File: src/rtl/dm9000a_iow_arbiter.sv
`default_nettype none
`timescale 1ns/1ps
// ============================================================================
// Module  : dm9000a_iow_arbiter
// Purpose : Round-robin sharing of one DM9000A IOW engine among NUM_REQ requesters
// Revision: 1.0
// ============================================================================
module dm9000a_iow_arbiter #(
  parameter int NUM_REQ     = 3,
  parameter int TIMEOUT_CYC = 1024
) (
  input  logic                   iDm9000aClk,
  input  logic                   iRst,
  input  logic [NUM_REQ-1:0]     iReqRunStart,
  input  logic [NUM_REQ*16-1:0]  iReqReg,
  input  logic [NUM_REQ*16-1:0]  iReqData,
  output logic [NUM_REQ-1:0]     oReqRunEnd,
  output logic [NUM_REQ-1:0]     oGrant,
  output logic                   oTimeout,
  output logic                   out_to_Dm9000a_Iow_RunStart,
  output logic [15:0]            out_to_Dm9000a_Iow_Reg,
  output logic [15:0]            out_to_Dm9000a_Iow_Data,
  input  logic                   in_from_Dm9000a_Iow_RunEnd
);

  localparam int c_IDX_W  = (NUM_REQ > 1) ? $clog2(NUM_REQ) : 1;
  localparam int c_WDOG_W = $clog2(TIMEOUT_CYC);
  localparam logic [c_WDOG_W-1:0] c_WDOG_LAST = c_WDOG_W'(TIMEOUT_CYC - 1);
  localparam logic [c_IDX_W-1:0]  c_LAST_IDX  = c_IDX_W'(NUM_REQ - 1);

  typedef enum logic [1:0] {
    S_IDLE    = 2'd0,
    S_ISSUE   = 2'd1,
    S_ACK     = 2'd2,
    S_RELEASE = 2'd3
  } state_t;

  state_t                r_state;
  logic [c_IDX_W-1:0]    r_rrPtr;
  logic [c_IDX_W-1:0]    r_gIdx;
  logic [c_WDOG_W-1:0]   r_wdog;

  logic                  w_selValid;
  logic [c_IDX_W-1:0]    w_selIdx;
  int                    w_cand;

  // Scan from the farthest rotation offset down so the nearest-to-rrPtr request wins.
  always_comb begin
    w_selValid = 1'b0;
    w_selIdx   = '0;
    w_cand     = 0;
    for (int i = NUM_REQ - 1; i >= 0; i--) begin
      w_cand = int'(r_rrPtr) + i;
      if (w_cand >= NUM_REQ) w_cand = w_cand - NUM_REQ;
      if (iReqRunStart[w_cand[c_IDX_W-1:0]]) begin
        w_selValid = 1'b1;
        w_selIdx   = w_cand[c_IDX_W-1:0];
      end
    end
  end

  always_ff @(posedge iDm9000aClk or posedge iRst) begin
    if (iRst) begin
      r_state                     <= S_IDLE;
      r_rrPtr                     <= '0;
      r_gIdx                      <= '0;
      r_wdog                      <= '0;
      oReqRunEnd                  <= '0;
      oGrant                      <= '0;
      oTimeout                    <= 1'b0;
      out_to_Dm9000a_Iow_RunStart <= 1'b0;
      out_to_Dm9000a_Iow_Reg      <= '0;
      out_to_Dm9000a_Iow_Data     <= '0;
    end else begin
      oTimeout <= 1'b0;
      case (r_state)
        S_IDLE: begin
          // Never raise RunStart while the engine still reports a completion.
          if (w_selValid && !in_from_Dm9000a_Iow_RunEnd) begin
            r_gIdx                      <= w_selIdx;
            oGrant                      <= '0;
            oGrant[w_selIdx]            <= 1'b1;
            out_to_Dm9000a_Iow_Reg      <= iReqReg[{w_selIdx, 4'b0000} +: 16];
            out_to_Dm9000a_Iow_Data     <= iReqData[{w_selIdx, 4'b0000} +: 16];
            out_to_Dm9000a_Iow_RunStart <= 1'b1;
            r_wdog                      <= '0;
            r_state                     <= S_ISSUE;
          end
        end
        S_ISSUE: begin
          r_wdog <= r_wdog + 1'b1;
          if (in_from_Dm9000a_Iow_RunEnd) begin
            out_to_Dm9000a_Iow_RunStart <= 1'b0;
            oReqRunEnd[r_gIdx]          <= 1'b1;
            r_state                     <= S_ACK;
          end else if (r_wdog == c_WDOG_LAST) begin
            out_to_Dm9000a_Iow_RunStart <= 1'b0;
            oTimeout                    <= 1'b1;
            oReqRunEnd[r_gIdx]          <= 1'b1;
            r_state                     <= S_ACK;
          end else if (!iReqRunStart[r_gIdx]) begin
            out_to_Dm9000a_Iow_RunStart <= 1'b0;
            r_state                     <= S_RELEASE;
          end
        end
        S_ACK: begin
          if (!iReqRunStart[r_gIdx]) begin
            oReqRunEnd <= '0;
            r_state    <= S_RELEASE;
          end
        end
        S_RELEASE: begin
          out_to_Dm9000a_Iow_Reg  <= '0;
          out_to_Dm9000a_Iow_Data <= '0;
          if (!in_from_Dm9000a_Iow_RunEnd) begin
            oGrant  <= '0;
            r_rrPtr <= (r_gIdx == c_LAST_IDX) ? '0 : r_gIdx + 1'b1;
            r_state <= S_IDLE;
          end
        end
        default: r_state <= S_IDLE;
      endcase
    end
  end

endmodule
`default_nettype wire

File: config.mk
export PLATFORM = sky130hd
export DESIGN_NAME = dm9000a_iow_arbiter
export DESIGN_NICKNAME = d
export VERILOG_FILES = /design/src/rtl/dm9000a_iow_arbiter.sv
export SDC_FILE = /design/constraint.sdc
export NUM_CORES = 1
export LEC_CHECK = 0
export BUFFER_PORTS_ARGS = -buffer_cell sky130_fd_sc_hd__buf_2
export CORE_ASPECT_RATIO = 1.1
export CORE_MARGIN = 10
export CORE_UTILIZATION = 40
export DETAILED_ROUTE_END_ITERATION = 8
export PLACE_DENSITY = 0.69
export SLEW_MARGIN = 20
export SYNTH_ARGS = -nofsm -noshare
export SYNTH_HDL_FRONTEND = slang
export SYNTH_SLANG_ARGS = --single-unit
File: constraint.sdc
create_clock -name iDm9000aClk -period 3.86 [get_ports iDm9000aClk]
set_clock_uncertainty 0.2 [all_clocks]
set_input_delay 0.193 -clock iDm9000aClk [delete_from_list [all_inputs] [get_ports iDm9000aClk]]
set_output_delay 0.193 -clock iDm9000aClk [all_outputs]
set_load 0.02 [all_outputs]
==> run_results.csv, run 1 <==
group,metric,value,unit
worst_hold_path,hold_class,"in2reg",
critical_path,timing.rr.start,"r_rrPtr[0]",
clock_network,htreeDepth,2,
synth,syn_avg_cell_area,9.03,sq um
grt,grt_use_total,17.4,%
timing,grt_setup_unrepaired,"false",
placed_design,dp_cells,591,
grt,grt.overflow.total,0,
timing,fin_setup_tns,0,ns
placed_design,gp_congestion,0.812,
finish,nets,619,
floorplanning,die-area,12100,sq um
clock_network,cts_buffer_depth,2,
finish,area_growth,34.0,%
floorplanning,core-area,7910,sq um
finish,final_util,54.9,%
synth,synthCells,359,
synth,synth_top_area_share,43.2,%
detailed_routing,antenna_left,0,
finish,drive_gt1_share,32.4,%
synth,syn_nets,465,
detailed_routing,drc,0,
detailed_routing,route.vias.total,3403,
synth,synth-edff-count,0,
synth,ys_seq_elements,56,
synth,synth.distinct_cells,49,
critical_path,cp_slowest_cell,"o41a_1",
synth,yosys-top-cells-area,"dfrtp_1, nor3_1, nand3_1, o31ai_1, o21ai_0",
clock_network,clk_latency,0.31,ns
detailed_routing,wire_per_inst,17.5,microns
timing,worst_pin_slew,0.992,ns
synth,synthTopCellsByCount,"dfrtp_1, nor3_1, nand3_1, o21ai_0, o31ai_1",
detailed_routing,via_per_inst,5.48,
floorplanning,initial_core_util,41.0,%
placed_design,dpl_worst_slack,0.938,ns
power_and_ir_drop,vdd_drop_max,0.451,mV
critical_path,worst-path-max-fanout,23,
clock_network,numCtsBuffers,5,
grt,grt_max_degree,40,
timing,timing.final.ws_setup,0.439,ns
floorplanning,die_h,114,microns
critical_path,r2r_end,"out_to_Dm9000a_Iow_Data[15]",
critical_path,endpoint,"out_to_Dm9000a_Iow_Data[15]",
clock_network,tritoncts,"done",
clock_network,cts.sinks,56,
finish,fin_area,4350,sq um
power_and_ir_drop,powerDensity,734,nW/um^2
detailed_routing,drt_iter0_drc,155,
critical_path,critPathLaunchType,"register",
grt,grt_pass1_vias,3546,
critical_path,arrival,3.47,ns
placed_design,io_buffers,141,
power_and_ir_drop,p_total,3.19,mW
synth,yosys_warnings,0,
clock_network,holdBufCountCts,23,
critical_path,crit_buf_inv,2,
synth,post-synth-top-count-cell,"dfrtp_1",
floorplanning,design.portCount,142,
finish,n_antenna_cell,0,
critical_path,r2r_cells,8,
finish,fillers,749,
critical_path,critical_path_class,"reg2reg",
flow_run,cap_violations,0,
outcome,status,"complete, but fails checks",
synth,yosysSeqAreaShare,43.2,%
clock_network,cts_resized,0,
critical_path,cpPeakStageDelay,0.64,ns
clock_network,clockRootBuffer,"clkbuf_8",
timing,holdWs,-0.00593,ns
floorplanning,rows,34,
grt,antenna_found_initial,0,
critical_path,cp-end-kind,"register",
timing,finalSetupViolCount,0,
clock_network,cts_setup_buffers,0,
timing,fin_crit_sh,88.6,%
timing,fin_crit,3.42,ns
detailed_routing,drt-total-wl,10900,microns
finish,instances_no_fill,621,
critical_path,critical-path-top-delay-family,"compound AO/OA/AOI/OAI gates",
outcome,violations,"hold timing",
timing,slew_headroom,33.9,%
floorplanning,die_w,106,microns
critical_path,required,3.91,ns
clock_network,clk_pin_slew,0.10,ns
timing,slew_violations,0,
synth,synth_area,3240,sq um
synth,yosys_most_used_dff,"dfrtp_1",
placed_design,placed_area,4040,sq um
critical_path,crit_chain,"inv_1 -> ha_1 -> nor2b_1 -> o21a_1 -> o41a_1 -> nand2_1 -> o21ai_0 -> dlygate4sd3_1",
synth,synth_largest_area_cell,"dfrtp_1",
timing,fmax,292,MHz
grt,grt_pass1_wl,17400,microns
critical_path,r2r_slack,0.44,ns
placed_design,dp_hpwl,8070,microns
critical_path,worstSetupStartpoint,"r_rrPtr[0]",
critical_path,cp_num_cells,8,
timing,hold_viol,1,
synth,synthArstFlopShare,100,%
detailed_routing,first_pass_iters,4,
power_and_ir_drop,p_leak,2.10,nW
## layout make-up
class	instances	area, sq um	share of cell area, %
Multi-Input combinational cell	260	1660	38.2
Inverter	16	60.1	1.38
Clock inverter	1	5.00	0.115
Tap cell	108	135	3.11
Timing Repair Buffer	174	1010	23.3
Sequential cell	56	1400	32.2
Clock buffer	6	72.6	1.67
## state kept, by name, summed over array words and instances (netlist names)
name / flops
oTimeout: 1
r_wdog: 10
r_rrPtr: 2
oGrant: 3
out_to_Dm9000a_Iow_Reg: 16
r_state: 2
r_gIdx: 2
out_to_Dm9000a_Iow_RunStart: 1
out_to_Dm9000a_Iow_Data: 16
oReqRunEnd: 3
## cell usage in the layout, fill, tap and decap left out, types with 2 or more instances in the layout
cell	instances
and2_1	4
inv_1	15
o21ai_0	26
o31ai_1	19
nor2b_1	4
buf_4	10
o221ai_1	7
nor3_1	37
nand3_1	31
and4_1	7
dlygate4sd3_1	23
a21o_1	3
nand2_1	16
buf_2	141
a32oi_1	7
o21ai_1	8
a21oi_1	7
nand4_1	7
o21a_1	3
clkbuf_8	5
nand2b_1	3
and3_1	2
a32o_1	2
a2bb2oi_1	3
a31oi_1	12
ha_1	4
xor2_1	2
mux2i_1	12
dfrtp_1	56
a41oi_1	2
nor2_1	13
## layer usage
| metal | GRT usage, % | share of wire, % |
|---|---|---|
| met4 | 4.61 | 1.4 |
| met1 | 20.3 | 41 |
| met2 | 30.3 | 51 |
| met3 | 5.41 | 6.8 |
| met5 | 0 | 0 |
## worst register-to-register path, delay by kind of cell (launching register included)
kind,cells,cell delay [ns]
flops,1,0.41
compound gates,3,1.10
simple gates,2,0.57
fa+ha+maj,1,0.40
buf+inv,2,0.68
## cells by family after synthesis
family                   Yosys count  share of synthesized area, %
AO/OA/AOI/OAI                    110                          23.8
XOR/XNOR                           2                         0.540
adder cells (fa/ha/maj)            4                          1.54
buffers and inverters             43                          5.59
flip-flops                        56                          43.2
multiplexers                      14                          4.48
AND/OR/NAND/NOR                  130                          20.9
## how the worst min path moves through the flow
stage,startpoint,endpoint,depth (start not counted)
final,iReqData[20],out_to_Dm9000a_Iow_Data[4],3
after global placement,iReqData[36],out_to_Dm9000a_Iow_Data[4],3
after global routing,iReqData[20],out_to_Dm9000a_Iow_Data[4],3
after CTS,iReqData[20],out_to_Dm9000a_Iow_Data[4],3
after detailed placement,iRst,out_to_Dm9000a_Iow_Data[14],2
after floorplan,in_from_Dm9000a_Iow_RunEnd,oTimeout,1
## report_power, final
group	internal [mW]	total (mW)	switching [mW]
sequential	0.833	1.01	0.173
clock	0.124	0.311	0.187
combinational	0.689	1.87	1.18
Note: power is estimated with default switching activity, not from simulation.
==> inputs of run 2 (changes only) <==
--- a/config.mk
+++ b/config.mk
@@ -10,5 +10,7 @@
 export CORE_MARGIN = 10
 export CORE_UTILIZATION = 40
+export CTS_BUF_LIST = sky130_fd_sc_hd__clkbuf_8
 export DETAILED_ROUTE_END_ITERATION = 8
+export GPL_ROUTABILITY_DRIVEN = 0
 export PLACE_DENSITY = 0.69
 export SLEW_MARGIN = 20
==> constraint.sdc (replaced) <==
create_clock -name iDm9000aClk -period 3.86 [get_ports iDm9000aClk]
set_clock_uncertainty 0.2 [all_clocks]
set_input_delay 0.965 -clock iDm9000aClk [delete_from_list [all_inputs] [get_ports iDm9000aClk]]
set_output_delay 0.965 -clock iDm9000aClk [all_outputs]
set_load 0.02 [all_outputs]
==> run_results.csv, run 2 (synthesis gave the netlist of run 1 again) <==
group,metric,value,unit
outcome,status,"finished, final reports clean",
power_and_ir_drop,powerDensity,758,nW/um^2
timing,fmax,342,MHz
clock_network,tritoncts,"done",
floorplanning,die_w,106,microns
timing,slew_violations,0,
finish,final_util,52.0,%
finish,nets,596,
critical_path,worst-path-max-fanout,16,
finish,fillers,782,
power_and_ir_drop,p_leak,1.99,nW
critical_path,critical_path_class,"reg2reg",
finish,reg.largest.list,"out_to_Dm9000a_Iow_Data x16, out_to_Dm9000a_Iow_Reg x16, r_wdog x10",
placed_design,dp_cells,591,
grt,grt.overflow.total,0,
critical_path,r2r_end,"out_to_Dm9000a_Iow_Data[4]",
critical_path,arrival,2.93,ns
detailed_routing,dr_wl_met2,5300,microns
detailed_routing,drt-total-wl,10400,microns
finish,drive_gt1_share,33.9,%
worst_hold_path,holdPathStages,1,
detailed_routing,via_per_inst,5.62,
grt,grt_pass1_vias,3587,
clock_network,cts.sinks,56,
floorplanning,design.portCount,142,
critical_path,critPathLaunchType,"register",
detailed_routing,met1_length,4220,microns
worst_hold_path,hold_start,"r_wdog[7]",
worst_hold_path,worstHoldEndpoint,"r_wdog[7]",
timing,fin_crit_sh,75.8,%
critical_path,timing.rr.start,"r_rrPtr[1]",
grt,grt_max_degree,57,
detailed_routing,route.vias.total,3363,
grt,grt_pass1_wl,16900,microns
finish,instances_no_fill,598,
critical_path,required,3.87,ns
clock_network,clk_latency,0.30,ns
floorplanning,die-area,12100,sq um
timing,slew_headroom,49.1,%
clock_network,clk_pin_slew,0.10,ns
power_and_ir_drop,vdd_drop_max,0.305,mV
timing,fin_setup_tns,0,ns
floorplanning,initial_core_util,41.0,%
finish,area_growth,26.9,%
timing,holdWs,0.298,ns
worst_hold_path,hold_class,"reg2reg",
grt,grt_use_total,16.8,%
critical_path,r2r_cells,8,
detailed_routing,dr_wl_met3,784,microns
clock_network,cts_resized,0,
timing,grt_setup_unrepaired,"false",
flow_run,cap_violations,0,
detailed_routing,top_layer,"met4",
grt,antenna_found_initial,0,
detailed_routing,first_pass_iters,4,
clock_network,clockRootBuffer,"clkbuf_8",
timing,finalSetupViolCount,0,
timing,fin_crit,2.93,ns
timing,hold_viol,0,
critical_path,cpPeakStageDelay,0.75,ns
critical_path,r2r_slack,0.93,ns
clock_network,cts_setup_buffers,0,
clock_network,htreeDepth,2,
finish,layout_common_cells,"buf_2, dfrtp_1, nor3_1",
critical_path,crit_chain,"inv_1 -> ha_1 -> mux2i_2 -> mux2i_1 -> o41ai_4 -> buf_4 -> a32oi_1 -> o21ai_0",
critical_path,cp_slowest_cell,"o41ai_4",
detailed_routing,wire_per_inst,17.4,microns
placed_design,dp_hpwl,7900,microns
finish,n_antenna_cell,0,
clock_network,cts_buffer_depth,2,
detailed_routing,drc,0,
placed_design,io_buffers,141,
floorplanning,core-area,7910,sq um
floorplanning,rows,34,
finish,final_common_cell,"buf_2",
timing,worst_pin_slew,0.763,ns
clock_network,numCtsBuffers,5,
critical_path,cp-end-kind,"register",
detailed_routing,antenna_left,0,
clock_network,holdBufCountCts,0,
floorplanning,die_h,114,microns
detailed_routing,drt_iter0_drc,129,
==> run 2: cell type report <==
class                           count  area (sq um)  area share [%]
Clock buffer                        5          68.8            1.67
Timing Repair Buffer              151           781            19.0
Clock inverter                      2          8.76           0.213
Multi-Input combinational cell    260          1660            40.3
Tap cell                          108           135            3.28
Inverter                           16          60.1            1.46
Sequential cell                    56          1400            34.1
==> run 2: critical path, delay by kind of cell (launching register included) <==
family          cells  cell delay (ns)
mux                 2             0.46
fa+ha+maj           1             0.36
buf+inv             2             0.41
flops               1             0.41
compound gates      3             0.99
==> run 2: worst max-delay path by stage <==
stage               cells after the start                          end  slack (ns)             from
finish                                  8   out_to_Dm9000a_Iow_Data[4]        0.93       r_rrPtr[1]
global route                            8   out_to_Dm9000a_Iow_Data[4]        0.71       r_rrPtr[1]
CTS                                     8   out_to_Dm9000a_Iow_Data[4]        0.92       r_rrPtr[1]
detailed placement                      6   out_to_Dm9000a_Iow_Data[4]        0.67  iReqRunStart[2]
global placement                        6  out_to_Dm9000a_Iow_Data[15]        0.71  iReqRunStart[2]
floorplan                               1                    oGrant[0]        1.32             iRst
==> run 2: layer usage <==
layer / track usage [%] / vias to the layer above
met5: 0 / -
met4: 4.25 / 0
met3: 5.35 / 8
met2: 29.6 / 151
met1: 19.1 / 1578
li1: - / 1626
==> run 2: report_power, final <==
| part | internal [mW] | total, mW | switching (mW) | leakage (nW) |
|---|---|---|---|---|
| clock network | 0.122 | 0.301 | 0.180 | 0.0452 |
| registers | 0.833 | 1.01 | 0.177 | 0.745 |
| logic | 0.638 | 1.81 | 1.17 | 1.20 |
| total | 1.59 | 3.12 | 1.52 | 1.99 |
==> run 2: metrics by stage <==
| step | setup slack [ns] | area [sq um] | power (mW) |
|---|---|---|---|
| after global placement | 0.714 | 4040 | 2.80 |
| after floorplan | 1.32 | 3240 | 2.28 |
| after detailed placement | 0.668 | 4040 | 2.84 |
| after global routing | 0.711 | 4120 | 3.37 |
| final | 0.935 | 4120 | 3.12 |
| after CTS | 0.915 | 4120 | 3.14 |
==> inputs of run 3 (changes only) <==
Settings changed: ABC_AREA set to 1.
Clock period 3.86 ns to 2.8 ns, I/O delays scaled along.
==> run_results.csv, run 3 <==
group,metric,value,unit
outcome,status,"finished, final reports clean",
timing,fmax,388,MHz
synth,syn_avg_cell_area,7.20,sq um
floorplanning,die_h,116,microns
timing,finalSetupViolCount,0,
timing,worst_pin_slew,0.664,ns
detailed_routing,route.vias.total,3555,
clock_network,holdBufCountCts,0,
grt,grt_use_total,15.9,%
finish,n_antenna_cell,0,
clock_network,clk_pin_slew,0.10,ns
finish,layout_common_cells,"nand2_1, buf_2, dfrtp_1",
synth,synth_top_area_share,41.4,%
timing,slew_violations,0,
synth,synth_largest_area_cell,"dfrtp_1",
synth,synthArstFlopShare,100,%
grt,grt-busiest-layer,"met2",
critical_path,arrival,2.60,ns
power_and_ir_drop,switching_power,2.35,mW
grt,grt_pass1_wl,16300,microns
synth,synthCells,470,
clock_network,cts.sinks,56,
power_and_ir_drop,swShare,50.5,%
synth,yosys_warnings,0,
critical_path,crit_buf_inv,3,
synth,yosysSeqAreaShare,41.4,%
power_and_ir_drop,seqPwrFrac,27.5,%
finish,fillers,871,
grt,antenna_found_initial,0,
clock_network,numCtsBuffers,5,
finish,drive_gt1_share,29.7,%
detailed_routing,drc,0,
detailed_routing,drt-total-wl,10500,microns
detailed_routing,wire_per_inst,14.6,microns
critical_path,critPathLaunchType,"register",
power_and_ir_drop,p_comb_share,61.7,%
power_and_ir_drop,vdd_drop_max,0.420,mV
critical_path,critical-path-top-delay-family,"simple AND/OR/NAND/NOR gates",
synth,synth.distinct_cells,34,
finish,regArea,1400,sq um
power_and_ir_drop,p_total,4.65,mW
placed_design,dp_cells,710,
grt,globalRouteMet2Util,28.4,%
synth,post-synth-top-count-cell,"nand2_1",
synth,ys_seq_elements,56,
synth,synth-edff-count,0,
synth,syn_nets,576,
flow_run,cap_violations,0,
floorplanning,die_w,108,microns
finish,reg.largest.list,"out_to_Dm9000a_Iow_Data x16, out_to_Dm9000a_Iow_Reg x16, r_wdog x10",
clock_network,htreeDepth,2,
clock_network,tritoncts,"done",
power_and_ir_drop,internal-power,2.30,mW
grt,met3_usage,4.47,%
floorplanning,rows,35,
clock_network,cts_setup_buffers,0,
grt,grt.overflow.total,0,
finish,area_growth,26.6,%
finish,nets,713,
timing,fin_setup_tns,0,ns
detailed_routing,via_per_inst,4.96,
finish,final_common_cell,"nand2_1",
synth,synth_area,3380,sq um
timing,grt_setup_unrepaired,"false",
power_and_ir_drop,clockPowerShare,10.9,%
clock_network,clk_latency,0.30,ns
finish,instances_no_fill,717,
placed_design,dp_hpwl,8250,microns
floorplanning,die-area,12500,sq um
detailed_routing,drt_iter0_drc,187,
timing,slew_headroom,55.7,%
detailed_routing,antenna_left,0,
finish,multi_input_area,1680,sq um
power_and_ir_drop,powerDensity,1090,nW/um^2
critical_path,cp-end-kind,"register",
detailed_routing,first_pass_iters,4,
timing,fin_crit_sh,92.1,%
critical_path,crit_chain,"inv_1 -> ha_1 -> inv_2 -> nand3_1 -> o21ai_1 -> nand2_1 -> nand2_1 -> nand2_2 -> nor2_2 -> inv_1 -> o21ai_1",
synth,yosys_most_used_dff,"dfrtp_1",
floorplanning,core-area,8320,sq um
worst_hold_path,hold_class,"in2async",
critical_path,cpPeakStageDelay,0.55,ns
critical_path,critical_path_class,"reg2reg",
clock_network,cts_buffer_depth,2,
grt,grt_max_degree,31,
timing,fin_crit,2.58,ns
clock_network,cts_resized,0,
synth,yosys-top-cells-area,"dfrtp_1, nand2_1, nand3_1, nor2_1, inv_1",
floorplanning,design.portCount,142,
floorplanning,initial_core_util,40.7,%
timing,hold_viol,0,
grt,grt_pass1_vias,3503,
synth,synthTopCellsByCount,"nand2_1, dfrtp_1, nand3_1, nor2_1, inv_1",
critical_path,worst-path-max-fanout,18,
critical_path,cp_slowest_cell,"nor2_2",
critical_path,required,2.83,ns
critical_path,r2r_slack,0.22,ns
clock_network,clockRootBuffer,"clkbuf_8",
placed_design,io_buffers,141,
grt,met1_usage,18.5,%
power_and_ir_drop,p_leak,2.32,nW
[run 3: cell count changes after synthesis, sizes merged, moves of 12 or more]
| cell | delta |
|---|---|
| nand2 | +150 |
| nor2 | +41 |
| nor3 | -35 |
| inv | +32 |
| nand3 | +25 |
| o31ai | -19 |
| o21ai | -17 |
| clkbuf | -15 |
| mux2i | -13 |
| a31oi | -12 |
[run 3: per-layer routing]
| layer | vias to the layer above | share of wire, % | wire [microns] |
|---|---|---|---|
| met1 | 1647 | 41 | 4330 |
| met2 | 109 | 50 | 5210 |
| met4 | 0 | 0.86 | 90 |
| li1 | 1791 | - | - |
| met5 | - | 0 | 0 |
| met3 | 8 | 7.9 | 829 |
[run 3: power by group through the flow]
stage | Sequential [mW] | Clock, mW | Combinational (mW)
after global routing | 1.31 | 0.553 | 3.23
after floorplan | 1.49 | 0 | 1.98
after CTS | 1.27 | 0.526 | 2.88
final | 1.28 | 0.505 | 2.87
after global placement | 1.28 | 0 | 2.79
after detailed placement | 1.29 | 0 | 2.86
[run 3: path summary, 6_finish.rpt]
kind                       cells past startpoint                           to                   startpoint
setup / recovery                              11                    oGrant[2]                   r_rrPtr[0]
hold / removal                                 2    out_to_Dm9000a_Iow_Reg[6]                         iRst
setup reg to reg                              11                    oGrant[2]                   r_rrPtr[0]
hold reg to reg                                2  out_to_Dm9000a_Iow_Data[14]  out_to_Dm9000a_Iow_Data[14]
max in group asynchronous                      3   out_to_Dm9000a_Iow_Reg[15]                         iRst
min in group iDm9000aClk                       2  out_to_Dm9000a_Iow_Data[14]  out_to_Dm9000a_Iow_Data[14]
[run 3: layout make-up]
class	instances	area share, %
timing repair buffer	148	18.3
tap	111	3.24
clock inverter	1	0.701
inverter	48	4.27
multi-input combinational	348	39.2
sequential	56	32.7
clock buffer	5	1.61
[run 3: logic make-up after synthesis]
family / count (synthesis) / share of synthesized area, %
and+or+nand+nor: 298 / 40.4
buffers and inverters: 66 / 9.02
DFF: 56 / 41.4
AOI/OAI and AO/OA: 46 / 7.66
adders and majority gates: 4 / 1.48
[run 3: metrics by stage]
step	cell area, sq um	hold WS, ns	worst slack, ns	utilization (%)
finish	4280	0.283	0.223	51.5
global route	4280	0.304	0.00250	51.5
CTS	4260	0.285	0.184	51.2
detailed placement	4160	0.259	0.228	50.0
global placement	4160	0.259	0.317	50.0
floorplan	3380	0.270	0.529	-
